[src/rtl/peripheral_uart_fifo_pkg.sv]
// Shared definitions for the FIFO-buffered UART peripheral: register map,
// STATUS bit positions, TX drain state encoding and the baud divider helper.
package peripheral_uart_fifo_pkg;

    localparam logic [3:0] ADDR_DATA   = 4'h0;
    localparam logic [3:0] ADDR_STATUS = 4'h2;
    localparam logic [3:0] ADDR_CTRL   = 4'h4;
    localparam logic [3:0] ADDR_RXCNT  = 4'h6;
    localparam logic [3:0] ADDR_TXCNT  = 4'h8;
    localparam logic [3:0] ADDR_ERRCLR = 4'hA;

    localparam int ST_RX_NONEMPTY = 0;
    localparam int ST_RX_FULL     = 1;
    localparam int ST_TX_EMPTY    = 2;
    localparam int ST_TX_FULL     = 3;
    localparam int ST_TX_ACTIVE   = 4;
    localparam int ST_RX_OVERRUN  = 5;
    localparam int ST_RX_FRAME    = 6;
    localparam int ST_TX_OVERFLOW = 7;

    typedef enum logic [1:0] {
        TX_IDLE      = 2'd0,
        TX_LOAD      = 2'd1,
        TX_WAIT_BUSY = 2'd2,
        TX_WAIT_DONE = 2'd3
    } tx_state_t;

    function automatic int baud_div(input int freq, input int rate);
        return (rate > 0 && freq >= rate) ? freq / rate : 1;
    endfunction

endpackage

[src/rtl/sync_fifo.sv]
// Single-clock FIFO with registered occupancy counter; a pop on a full
// FIFO frees the slot for a push in the same cycle.
module sync_fifo #(
    parameter int width = 8,
    parameter int depth = 16
) (
    input  logic                   clk,
    input  logic                   rst,
    input  logic                   push,
    input  logic                   pop,
    input  logic [width-1:0]       wdata,
    output logic [width-1:0]       rdata,
    output logic                   full,
    output logic                   empty,
    output logic [$clog2(depth):0] count
);

    localparam int aw = $clog2(depth);

    logic [width-1:0] mem [depth];
    logic [aw-1:0]    wr_ptr;
    logic [aw-1:0]    rd_ptr;
    logic             do_push;
    logic             do_pop;

    always_comb begin
        do_pop  = pop && !empty;
        do_push = push && (!full || do_pop);
    end

    assign full  = (count == (aw + 1)'(depth));
    assign empty = (count == '0);
    assign rdata = mem[rd_ptr];

    always_ff @(posedge clk) begin
        if (rst) begin
            wr_ptr <= '0;
            rd_ptr <= '0;
            count  <= '0;
        end else begin
            if (do_push) wr_ptr <= wr_ptr + 1'b1;
            if (do_pop)  rd_ptr <= rd_ptr + 1'b1;
            if (do_push && !do_pop)      count <= count + 1'b1;
            else if (!do_push && do_pop) count <= count - 1'b1;
        end
    end

    always_ff @(posedge clk) begin
        if (do_push) mem[wr_ptr] <= wdata;
    end

endmodule

[src/rtl/uart_core.sv]
// 8N1 UART core: one-byte transmitter with busy flag and a receiver that
// holds each byte in rx_data/rx_avail until acknowledged.
module uart_core import peripheral_uart_fifo_pkg::*; #(
    parameter int clk_freq = 100000000,
    parameter int baud     = 115200
) (
    input  logic       clk,
    input  logic       rst,
    input  logic       tx_wr,
    input  logic [7:0] tx_data,
    output logic       tx_busy,
    output logic       tx,
    input  logic       rx,
    output logic [7:0] rx_data,
    output logic       rx_avail,
    output logic       rx_error,
    input  logic       rx_ack
);

    localparam int div = baud_div(clk_freq, baud);
    localparam int dw  = $clog2(div) + 1;

    logic [9:0]    tx_shift;
    logic [3:0]    tx_bits;
    logic [dw-1:0] tx_cnt;

    assign tx = tx_shift[0];

    always_ff @(posedge clk) begin
        if (rst) begin
            tx_shift <= '1;
            tx_bits  <= '0;
            tx_cnt   <= '0;
            tx_busy  <= 1'b0;
        end else if (!tx_busy) begin
            if (tx_wr) begin
                tx_shift <= {1'b1, tx_data, 1'b0};
                tx_bits  <= 4'd9;
                tx_cnt   <= dw'(div - 1);
                tx_busy  <= 1'b1;
            end
        end else if (tx_cnt == '0) begin
            if (tx_bits == '0) begin
                tx_busy <= 1'b0;
            end else begin
                tx_shift <= {1'b1, tx_shift[9:1]};
                tx_bits  <= tx_bits - 1'b1;
                tx_cnt   <= dw'(div - 1);
            end
        end else begin
            tx_cnt <= tx_cnt - 1'b1;
        end
    end

    logic          rx_s1;
    logic          rx_s2;
    logic          rx_s3;
    logic          rx_busy;
    logic [3:0]    rx_bits;
    logic [dw-1:0] rx_cnt;
    logic [7:0]    rx_shift;

    // Start is a falling edge, so a line left low after a bad stop bit
    // is not mistaken for a new frame.
    always_ff @(posedge clk) begin
        if (rst) begin
            rx_s1    <= 1'b1;
            rx_s2    <= 1'b1;
            rx_s3    <= 1'b1;
            rx_busy  <= 1'b0;
            rx_bits  <= '0;
            rx_cnt   <= '0;
            rx_shift <= '0;
            rx_data  <= '0;
            rx_avail <= 1'b0;
            rx_error <= 1'b0;
        end else begin
            rx_s1    <= rx;
            rx_s2    <= rx_s1;
            rx_s3    <= rx_s2;
            rx_error <= 1'b0;
            if (rx_ack) rx_avail <= 1'b0;
            if (!rx_busy) begin
                if (rx_s3 && !rx_s2) begin
                    rx_busy <= 1'b1;
                    rx_bits <= '0;
                    rx_cnt  <= dw'(div / 2 - 1);
                end
            end else if (rx_cnt != '0) begin
                rx_cnt <= rx_cnt - 1'b1;
            end else if (rx_bits == '0) begin
                if (rx_s2) begin
                    rx_busy <= 1'b0;
                end else begin
                    rx_bits <= 4'd1;
                    rx_cnt  <= dw'(div - 1);
                end
            end else if (rx_bits != 4'd9) begin
                rx_shift <= {rx_s2, rx_shift[7:1]};
                rx_bits  <= rx_bits + 1'b1;
                rx_cnt   <= dw'(div - 1);
            end else begin
                rx_busy <= 1'b0;
                if (rx_s2) begin
                    rx_data  <= rx_shift;
                    rx_avail <= 1'b1;
                end else begin
                    rx_error <= 1'b1;
                end
            end
        end
    end

endmodule

[src/rtl/peripheral_uart_fifo.sv]
// Bus-mapped UART peripheral: TX/RX byte FIFOs around the uart core, sticky
// error flags, interrupt enables and a drain FSM feeding the transmitter.
module peripheral_uart_fifo import peripheral_uart_fifo_pkg::*; #(
    parameter int clk_freq = 100000000,
    parameter int baud     = 115200,
    parameter int tx_depth = 16,
    parameter int rx_depth = 16
) (
    input  logic        clk,
    input  logic        rst,
    input  logic        cs,
    input  logic [3:0]  addr,
    input  logic        rd,
    input  logic        wr,
    input  logic [15:0] d_in,
    output logic [15:0] d_out,
    output logic        uart_tx,
    input  logic        uart_rx,
    output logic        irq
);

    localparam int tx_cw = $clog2(tx_depth) + 1;
    localparam int rx_cw = $clog2(rx_depth) + 1;

    logic             wr_en;
    logic             rd_en;
    logic             errclr;
    logic             tx_push;
    logic             tx_pop;
    logic             tx_full;
    logic             tx_empty;
    logic [tx_cw-1:0] tx_count;
    logic [7:0]       tx_head;
    logic             rx_push;
    logic             rx_pop;
    logic             rx_full;
    logic             rx_empty;
    logic [rx_cw-1:0] rx_count;
    logic [7:0]       rx_head;
    logic             rx_capture;
    logic             tx_wr;
    logic             tx_busy;
    logic [7:0]       rx_data;
    logic             rx_avail;
    logic             rx_error;
    logic             rx_ack;
    logic [2:0]       ctrl;
    logic             rx_overrun;
    logic             rx_frame_err;
    logic             tx_overflow;
    logic             set_overrun;
    logic             set_overflow;
    logic [15:0]      status;
    logic [15:0]      rd_data;
    logic             unused_bits;
    tx_state_t        state;
    tx_state_t        state_next;

    assign unused_bits = ^{d_in[15:8], d_in[4:3]};

    sync_fifo #(.width(8), .depth(tx_depth)) u_tx_fifo (
        .clk, .rst,
        .push(tx_push), .pop(tx_pop), .wdata(d_in[7:0]), .rdata(tx_head),
        .full(tx_full), .empty(tx_empty), .count(tx_count)
    );

    sync_fifo #(.width(8), .depth(rx_depth)) u_rx_fifo (
        .clk, .rst,
        .push(rx_push), .pop(rx_pop), .wdata(rx_data), .rdata(rx_head),
        .full(rx_full), .empty(rx_empty), .count(rx_count)
    );

    uart_core #(.clk_freq(clk_freq), .baud(baud)) u_uart (
        .clk, .rst,
        .tx_wr, .tx_data(tx_head), .tx_busy, .tx(uart_tx),
        .rx(uart_rx), .rx_data, .rx_avail, .rx_error, .rx_ack
    );

    // A write wins over a simultaneous read, which then only zeroes d_out.
    always_comb begin
        wr_en        = cs && wr;
        rd_en        = cs && rd && !wr;
        errclr       = wr_en && (addr == ADDR_ERRCLR);
        tx_push      = wr_en && (addr == ADDR_DATA);
        rx_pop       = rd_en && (addr == ADDR_DATA) && !rx_empty;
        rx_capture   = rx_avail && !rx_ack;
        rx_push      = rx_capture && (!rx_full || rx_pop);
        set_overrun  = rx_capture && rx_full && !rx_pop;
        set_overflow = tx_push && tx_full && !tx_pop;
    end

    // state        | meaning
    // TX_IDLE      | waiting for a byte in the TX FIFO and an idle transmitter
    // TX_LOAD      | pop FIFO head into the core, tx_wr pulse
    // TX_WAIT_BUSY | waiting for the core to accept the byte
    // TX_WAIT_DONE | frame on the line, waiting for tx_busy to drop
    always_ff @(posedge clk) begin
        if (rst) state <= TX_IDLE;
        else     state <= state_next;
    end

    always_comb begin
        state_next = state;
        tx_pop     = 1'b0;
        tx_wr      = 1'b0;
        case (state)
            TX_IDLE: begin
                if (!tx_empty && !tx_busy) state_next = TX_LOAD;
            end
            TX_LOAD: begin
                tx_pop     = 1'b1;
                tx_wr      = 1'b1;
                state_next = TX_WAIT_BUSY;
            end
            TX_WAIT_BUSY: begin
                if (tx_busy) state_next = TX_WAIT_DONE;
            end
            TX_WAIT_DONE: begin
                if (!tx_busy) state_next = TX_IDLE;
            end
            default: state_next = TX_IDLE;
        endcase
    end

    always_comb begin
        status                 = '0;
        status[ST_RX_NONEMPTY] = !rx_empty;
        status[ST_RX_FULL]     = rx_full;
        status[ST_TX_EMPTY]    = tx_empty;
        status[ST_TX_FULL]     = tx_full;
        status[ST_TX_ACTIVE]   = (state != TX_IDLE);
        status[ST_RX_OVERRUN]  = rx_overrun;
        status[ST_RX_FRAME]    = rx_frame_err;
        status[ST_TX_OVERFLOW] = tx_overflow;
    end

    always_comb begin
        rd_data = '0;
        case (addr)
            ADDR_DATA:   rd_data = rx_empty ? 16'h0000 : {8'h00, rx_head};
            ADDR_STATUS: rd_data = status;
            ADDR_CTRL:   rd_data = {13'd0, ctrl};
            ADDR_RXCNT:  rd_data = 16'(rx_count);
            ADDR_TXCNT:  rd_data = 16'(tx_count);
            default:     rd_data = '0;
        endcase
    end

    always_ff @(posedge clk) begin
        if (rst) begin
            d_out <= '0;
        end else if (cs && rd && wr) begin
            d_out <= '0;
        end else if (rd_en) begin
            d_out <= rd_data;
        end
    end

    // Sticky flags: a set arriving in the same cycle as its clear survives.
    always_ff @(posedge clk) begin
        if (rst) begin
            ctrl         <= '0;
            rx_overrun   <= 1'b0;
            rx_frame_err <= 1'b0;
            tx_overflow  <= 1'b0;
            rx_ack       <= 1'b0;
            irq          <= 1'b0;
        end else begin
            if (wr_en && (addr == ADDR_CTRL)) ctrl <= d_in[2:0];
            rx_overrun   <= (rx_overrun   && !(errclr && d_in[5])) || set_overrun;
            rx_frame_err <= (rx_frame_err && !(errclr && d_in[6])) || rx_error;
            tx_overflow  <= (tx_overflow  && !(errclr && d_in[7])) || set_overflow;
            rx_ack       <= rx_capture;
            irq          <= (!rx_empty && ctrl[0]) || (tx_empty && ctrl[1]) ||
                            ((rx_overrun || rx_frame_err || tx_overflow) && ctrl[2]);
        end
    end

endmodule

[config.mk]
export PLATFORM = sky130hd
export DESIGN_NAME = peripheral_uart_fifo
export DESIGN_NICKNAME = d
export VERILOG_FILES = /design/src/rtl/peripheral_uart_fifo_pkg.sv /design/src/rtl/sync_fifo.sv /design/src/rtl/uart_core.sv /design/src/rtl/peripheral_uart_fifo.sv
export SDC_FILE = /design/constraint.sdc
export NUM_CORES = 1
export LEC_CHECK = 0
export ABC_AREA = 1
export ABC_CLOCK_PERIOD_IN_PS = 4460
export BUFFER_PORTS_ARGS = -buffer_cell sky130_fd_sc_hd__buf_2
export CAP_MARGIN = 25
export CORE_MARGIN = 2
export CORE_UTILIZATION = 35
export CTS_BUF_LIST = sky130_fd_sc_hd__clkbuf_4 sky130_fd_sc_hd__clkbuf_8
export CTS_CLUSTER_SIZE = 28
export DETAILED_ROUTE_END_ITERATION = 16
export PLACE_DENSITY_LB_ADDON = 0.1
export SYNTH_ARGS = -nofsm -noshare
export SYNTH_HDL_FRONTEND = slang
export SYNTH_SLANG_ARGS = --single-unit
[constraint.sdc]
create_clock -name clk -period 4.46 [get_ports clk]
set_input_delay 0.669 -clock clk [delete_from_list [all_inputs] [get_ports clk]]
set_output_delay 0.669 -clock clk [all_outputs]
set_load 0.02 [all_outputs]
== Yosys cells after proc, flatten, opt, wreduce, memory -nomap -nowiden ==
Memory sizes are Yosys's and may differ from the RTL's. A register that Yosys moved wholly into a read port is not among the register bits.
Cells that the tools add are included.

* Register bits after elaboration: 115
* Memory bits (writable): 256
* Output and inout bits: 18
* Memories: 2

{| class="wikitable"
|+ Memories
! name !! depth !! bits a word !! rd ports !! clocked after memory_dff !! wr ports !! RTL line !! text
|-
| u_rx_fifo.mem || 16 || 8 || 1 || 1 || 1 || sync_fifo.sv:20 || <nowiki>logic [width-1:0] mem [depth];</nowiki>
|-
| u_tx_fifo.mem || 16 || 8 || 1 || 1 || 1 || sync_fifo.sv:20 ||
|}

* Add/subtract/negate cells: 12
* Equal/unequal tests: 22
* Multiplexer cells: 59
* Bitwise operators: 4
* Reduce and logical (&&, ||, !) cells: 83

{| class="wikitable"
|+ Operators with widths
! operator !! number
|-
| $mux W11 || 10
|-
| $mux W4 || 14
|-
| $mux W10 || 4
|-
| $pmux W8 S5 || 1
|-
| $logic_and A1 B1 Y1 || 34
|-
| $sub A11 B1 Y11 const B || 2
|-
| $mux W1 || 21
|-
| $add A4 B1 Y4 const B || 5
|-
| $mux W5 || 4
|-
| $logic_not A1 Y1 || 17
|-
| $logic_not A4 Y1 || 3
|-
| $ne A4 B4 Y1 const B || 3
|-
| $logic_not A11 Y1 || 1
|-
| $reduce_bool A11 Y1 || 1
|-
| $add A5 B1 Y5 const B || 2
|-
| $eq A5 B5 Y1 const B || 2
|-
| $logic_not A5 Y1 || 2
|-
| $logic_or A1 B1 Y1 || 10
|-
| $ne A2 B2 Y1 const B || 5
|-
| $reduce_bool A2 Y1 || 5
|-
| $sub A5 B1 Y5 const B || 2
|-
| $ne A3 B3 Y1 const B || 3
|-
| $reduce_and A3 Y1 || 3
|-
| $eq A4 B3 Y1 const B || 2
|-
| 16 further kinds || 24
|}

== Depth between registers and ports, before layout ==
* Word-level depth: 11
* Mapped depth: 19

== Modules after synthesis ==
A second synthesis with hierarchy kept.

* Cell total of the unflattened synthesis: 1804
* Area total of the unflattened synthesis: 16841.2 um^2

{| class="wikitable"
|+ By module, submodules not included
! module !! instances !! cells an instance !! area an instance (um^2) !! seq. area each (um^2)
|-
| sync_fifo at u_rx_fifo || 1 || 589 || 6294.8 || 4184.0
|-
| sync_fifo at u_tx_fifo || 1 || 589 || 6218.5 || 4184.0
|-
| uart_core || 1 || 454 || 3178.0 || 1241.2
|-
| peripheral_uart_fifo || 1 || 172 || 1149.9 || 360.3
|}

== Worst setup path after synthesis ==
Ideal clock, no wire load.

* Kind: input to register
* Start: in addr[1]
* End: reg u_rx_fifo.count[4]
* Setup time: 0.119 ns
* Arrival time: 2.765 ns
* Required time: 4.341 ns
* Path slack: 1.576 ns
* Stages: 19
* Cells stage by stage: nor2_2 -> inv_1 -> nor2_1 -> nand2_1 -> inv_2 -> nand2_4 -> nand2_2 -> nand2_2 -> clkinv_2 -> ha_1 -> inv_1 -> fa_1 -> a21o_1 -> a21oi_1 -> nor2_1 -> nor2_1 -> nand2_1 -> o21ai_0 -> a21oi_1

* Longest elaborated chain between the ends: 9

{| class="wikitable"
|+ RTL lines
! element !! RTL line !! text
|-
| start: declaration || peripheral_uart_fifo.sv:12 || <nowiki>input logic [3:0] addr,</nowiki>
|-
| $logic_not A4 Y1 (*) || peripheral_uart_fifo.sv:85 || <nowiki>rx_pop = rd_en && (addr == ADDR_DATA) && !rx_empty;</nowiki>
|-
| $logic_and A1 B1 Y1 (*) (2 in a row) || peripheral_uart_fifo.sv:85 ||
|-
| $logic_or A1 B1 Y1 or $logic_and A1 B1 Y1 (tied branches) || peripheral_uart_fifo.sv:87, sync_fifo.sv:27 ||
|-
| $logic_and A1 B1 Y1 or $logic_or A1 B1 Y1 (tied branches) || peripheral_uart_fifo.sv:87, sync_fifo.sv:28 ||
|-
| $logic_and A1 B1 Y1 (*) || sync_fifo.sv:28 || <nowiki>do_push = push && (!full || do_pop);</nowiki>
|-
| net u_rx_fifo.do_push || sync_fifo.sv:23 || <nowiki>logic do_push;</nowiki>
|-
| $logic_not A1 Y1 || sync_fifo.sv:44 || <nowiki>else if (!do_push && do_pop) count <= count - 1'b1;</nowiki>
|-
| $logic_and A1 B1 Y1 || sync_fifo.sv:44 ||
|-
| $reduce_bool A2 Y1 (no source line) || n/a ||
|-
| end signal: assignment || sync_fifo.sv:43 || <nowiki>if (do_push && !do_pop) count <= count + 1'b1;</nowiki>
|-
| end signal: assignment || sync_fifo.sv:44 ||
|-
| end: declaration || sync_fifo.sv:15 || <nowiki>output logic [$clog2(depth):0] count</nowiki>
|}

Mark *: on every way through the listed nets, which the timed path passes. The rest lies on a longest branch.
A chain may end at the register's enable or synchronous reset.

== Final worst setup path ==
* Start: reg state[1]
* End: reg u_tx_fifo.count[4]

* Longest elaborated chain between the ends: 8

{| class="wikitable"
|+ RTL lines
! element !! RTL line !! text
|-
| start: declaration || peripheral_uart_fifo.sv:56 || <nowiki>tx_state_t state;</nowiki>
|-
| start signal: assignment || peripheral_uart_fifo.sv:99 || <nowiki>else state <= state_next;</nowiki>
|-
| $eq A2 B1 Y1 (*) || peripheral_uart_fifo.sv:106 || <nowiki>case (state)</nowiki>
|-
| $mux W1 (*) || peripheral_uart_fifo.sv:106 ||
|-
| $logic_and A1 B1 Y1 (*) || sync_fifo.sv:27 || <nowiki>do_pop = pop && !empty;</nowiki>
|-
| $logic_or A1 B1 Y1 || sync_fifo.sv:28 ||
|-
| $logic_and A1 B1 Y1 || sync_fifo.sv:28 ||
|-
| $logic_not A1 Y1 || sync_fifo.sv:44 ||
|-
| $logic_and A1 B1 Y1 || sync_fifo.sv:44 ||
|-
| $reduce_bool A2 Y1 (no source line) || n/a ||
|-
| end signal: assignment || sync_fifo.sv:43 ||
|-
| end signal: assignment || sync_fifo.sv:44 ||
|-
| end: declaration || sync_fifo.sv:15 ||
|}

Mark *: on every way between the ends. The rest lies on a longest branch, timed or not.

==> results.txt <==
status -> complete, no violations
Pre-Repair DR Iteration Count -> 4
Seq/Total Area, Yosys -> 0.6271
antenna cells -> 0
crit start category -> flip-flop
max-slew violations -> 0
final worst-path cycle share -> 0.6928
Mean Syn Cell Area -> 9.814 µm²
YS warnings -> 0
# IOs -> 44
crit end category -> flip-flop
Hold Buf Count CTS -> 0
Largest stage delay, worst path -> 540 ps
clock latency on the worst-skew pair -> 590 ps
CTS tree -> done
critical path class -> flip-flop to flip-flop
vias in the first global route -> 10700
Design Power -> 0.008415 W
routability cong. -> 0.7527
clock tree buffer depth -> 3
WP data required -> 4940 ps
slowest CP cell -> o21ai_0
Max FO, Critical Path -> 7
cell count after synthesis -> 1620
GR Util met2 -> 0.2774
min Tclk post-route -> 3090 ps
post-synth cell types -> 47
most frequent cells in the layout -> nand2_1, edfxtp_1, nor2_1
routed vias -> 10960
die height -> 217.1 µm
Leak -> 6.812 nW
Setup Buffers After CTS -> 0
Synth Register Bits -> 370
global-route wire length before repair -> 61.42 mm
Post-synth EDFFs -> 256
crit path cell chain -> inv_1 -> ha_1 -> o21ai_0 -> inv_1 -> ha_1 -> inv_1 -> ha_1 -> a21o_1 -> a21oi_1 -> nor2_1 -> nor2_1 -> nand2_1 -> o21ai_0 -> a21oi_1
Final Hold Fails -> 0
std cell rows -> 78
setup slack after placement -> 780.6 ps
dominant cell type by area after synthesis -> edfxtp_1
nets -> 1720
# fillers -> 4567
Synth async-reset ratio -> 0
Die Footprint -> 47150 µm²
Post-Syn Area -> 15900 µm²
Max-Cap Viols -> 0
port bufs -> 27
Routed WL -> 38.93 mm
GR Util met3 -> 0.02935
Initial Utilization -> 0.3526
Final HPWL DP -> 23.83 mm
Layout area overhead -> 12.40%
DRC -> 0
post-CTS sizing -> 0
vias per std cell -> 4.741
CORE AREA -> 45090 µm²
Die X -> 217.1 µm
crit path DAT -> 3570 ps
htree depth -> 3
most frequently used flop master after synthesis -> edfxtp_1
Area contributors post-synth -> edfxtp_1, dfxtp_1, nand2_1, nor2_1, nand3_1
Worst Hold Margin -> 255.9 ps
clk slew on worst S/H paths -> 60 ps
1st-iter DRT viols -> 594
Final setup violation count -> 0
Setup TNS -> 0 ps
Yosys top cell area share -> 0.4835
worst slew pin tran -> 920.4 ps
fin worst setup slack -> 1370 ps
TritonCTS Buffers -> 68
pwr dens -> 470.9 nW/µm²
Core Util, Final -> 0.3964
grt ovf -> 0
share of layout cells above drive strength 1 -> 0.1081
RSZ-0062 raised after global routing -> false
antenna viol nets, final -> 0
largest delay contributor family on the critical path -> compound AO/OA/AOI/OAI gates
fmax -> 0.3236 GHz
Buf+Inv Stages, Crit Path -> 3
Rel. slew slack -> 0.3841
pin count of the biggest net entering global routing -> 70
WL/cell -> 16.84 µm
clock sink count -> 370
commonest non-fill, non-tap cell in the layout -> nand2_1
initial antenna violation count -> 1
GRT Util Overall -> 0.1697
met1 Track Usage GR -> 0.2266
busiest grt layer -> met2
clock skew -> 18.78 ps
Max VDD drop -> 280.0 µV
HP Class -> input port to flip-flop
root buffer selected by CTS -> clkbuf_8
synthesized netlist by cell type, types with 2 or more instances:
cell type	number
xor2_1	9
nor3_1	12
or2_2	4
nand4_1	5
inv_1	145
nand3_2	2
clkinv_1	3
nand2_2	7
o21ai_0	129
o211ai_1	34
buf_6	2
fa_1	2
buf_4	8
o21ai_1	2
nand2_4	3
nor2_1	196
xnor2_1	4
ha_1	28
nand2_1	325
nor2_2	10
inv_2	3
dfxtp_1	114
buf_2	21
nor3_4	3
edfxtp_1	256
a21o_1	2
o22ai_1	13
a211oi_1	3
a21oi_1	73
and3_1	3
clkbuf_1	41
nand3_1	143
routing by layer:
layer  vias up  part of all wire
li1       5559                 -
met1      5159              0.47
met2       169              0.47
met3        69             0.032
met4         0             0.028
met5         -                 0
where the power goes:
part           internal, W  leakage, nW  total [W]  switching (W)
clock              0.00175        0.684    0.00313        0.00138
combinational     0.000454         2.87    0.00139       0.000935
sequential         0.00379         3.26    0.00390       0.000105
sequential cells by signal (all words and copies together), names as in the netlist, 2 cells and up, named ones only:
name	cells
u_uart.rx_data	8
u_rx_fifo.mem	128
u_tx_fifo.count	5
ctrl	3
state	2
u_uart.tx_bits	4
u_rx_fifo.wr_ptr	4
u_rx_fifo.rd_ptr	4
u_tx_fifo.mem	128
u_uart.rx_bits	4
u_uart.tx_shift	9
u_uart.rx_cnt	11
d_out	8
u_uart.tx_cnt	11
u_tx_fifo.rd_ptr	4
u_rx_fifo.count	5
u_uart.rx_shift	8
u_tx_fifo.wr_ptr	4
final timing paths:
| path | cells past startpoint | slack [ps] | start | end |
|---|---|---|---|---|
| max | 14 | 1370 | state[1] | u_tx_fifo.count[4] |
| max reg2reg | 14 | 1370 | state[1] | u_tx_fifo.count[4] |
| min reg2reg | 1 | 430 | u_uart.rx_s1 | u_uart.rx_s2 |
| min | 2 | 260 | uart_rx | u_uart.rx_s1 |
cell type report:
class / count / area [µm²] / share of cell area
Clock inverter: 18 / 105.1 / 0.005881
Sequential cell: 370 / 9972 / 0.5580
Timing Repair Buffer: 40 / 245.2 / 0.01372
Multi-Input combinational cell: 1031 / 5032 / 0.2816
Inverter: 153 / 578.1 / 0.03235
Clock buffer: 99 / 1187 / 0.06644
Tap cell: 600 / 750.7 / 0.04201
stage by stage:
step / instance area (µm²) / cells
finish: 17870 / 2311
global route: 17870 / 2311
CTS: 17850 / 2310
detailed placement: 16560 / 2193
global placement: 16560 / 2193
floorplan: 15930 / 1627
worst reg2reg max path, cell delays in order (launching register included):
cell	delay (ps)
dfxtp_1	350
inv_1	80
ha_1	260
o21ai_0	540
inv_1	300
ha_1	290
inv_1	140
ha_1	300
a21o_1	180
a21oi_1	160
nor2_1	60
nor2_1	80
nand2_1	70
o21ai_0	140
a21oi_1	50
cell families (layout without fill, tap and decap cells):
group / count (synthesis) / count (layout) / share of synthesized area
AND/OR/NAND/NOR: 720 / 720 / 0.1931
flip-flops: 370 / 370 / 0.6271
AO/OA/AOI/OAI: 260 / 260 / 0.08979
buffers and inverters: 226 / 310 / 0.05808
adder cells (fa/ha/maj): 30 / 30 / 0.02455
XOR/XNOR: 13 / 13 / 0.007161
other: 1 / 8 / 0.0002359
(Power assumes the default switching activity.)
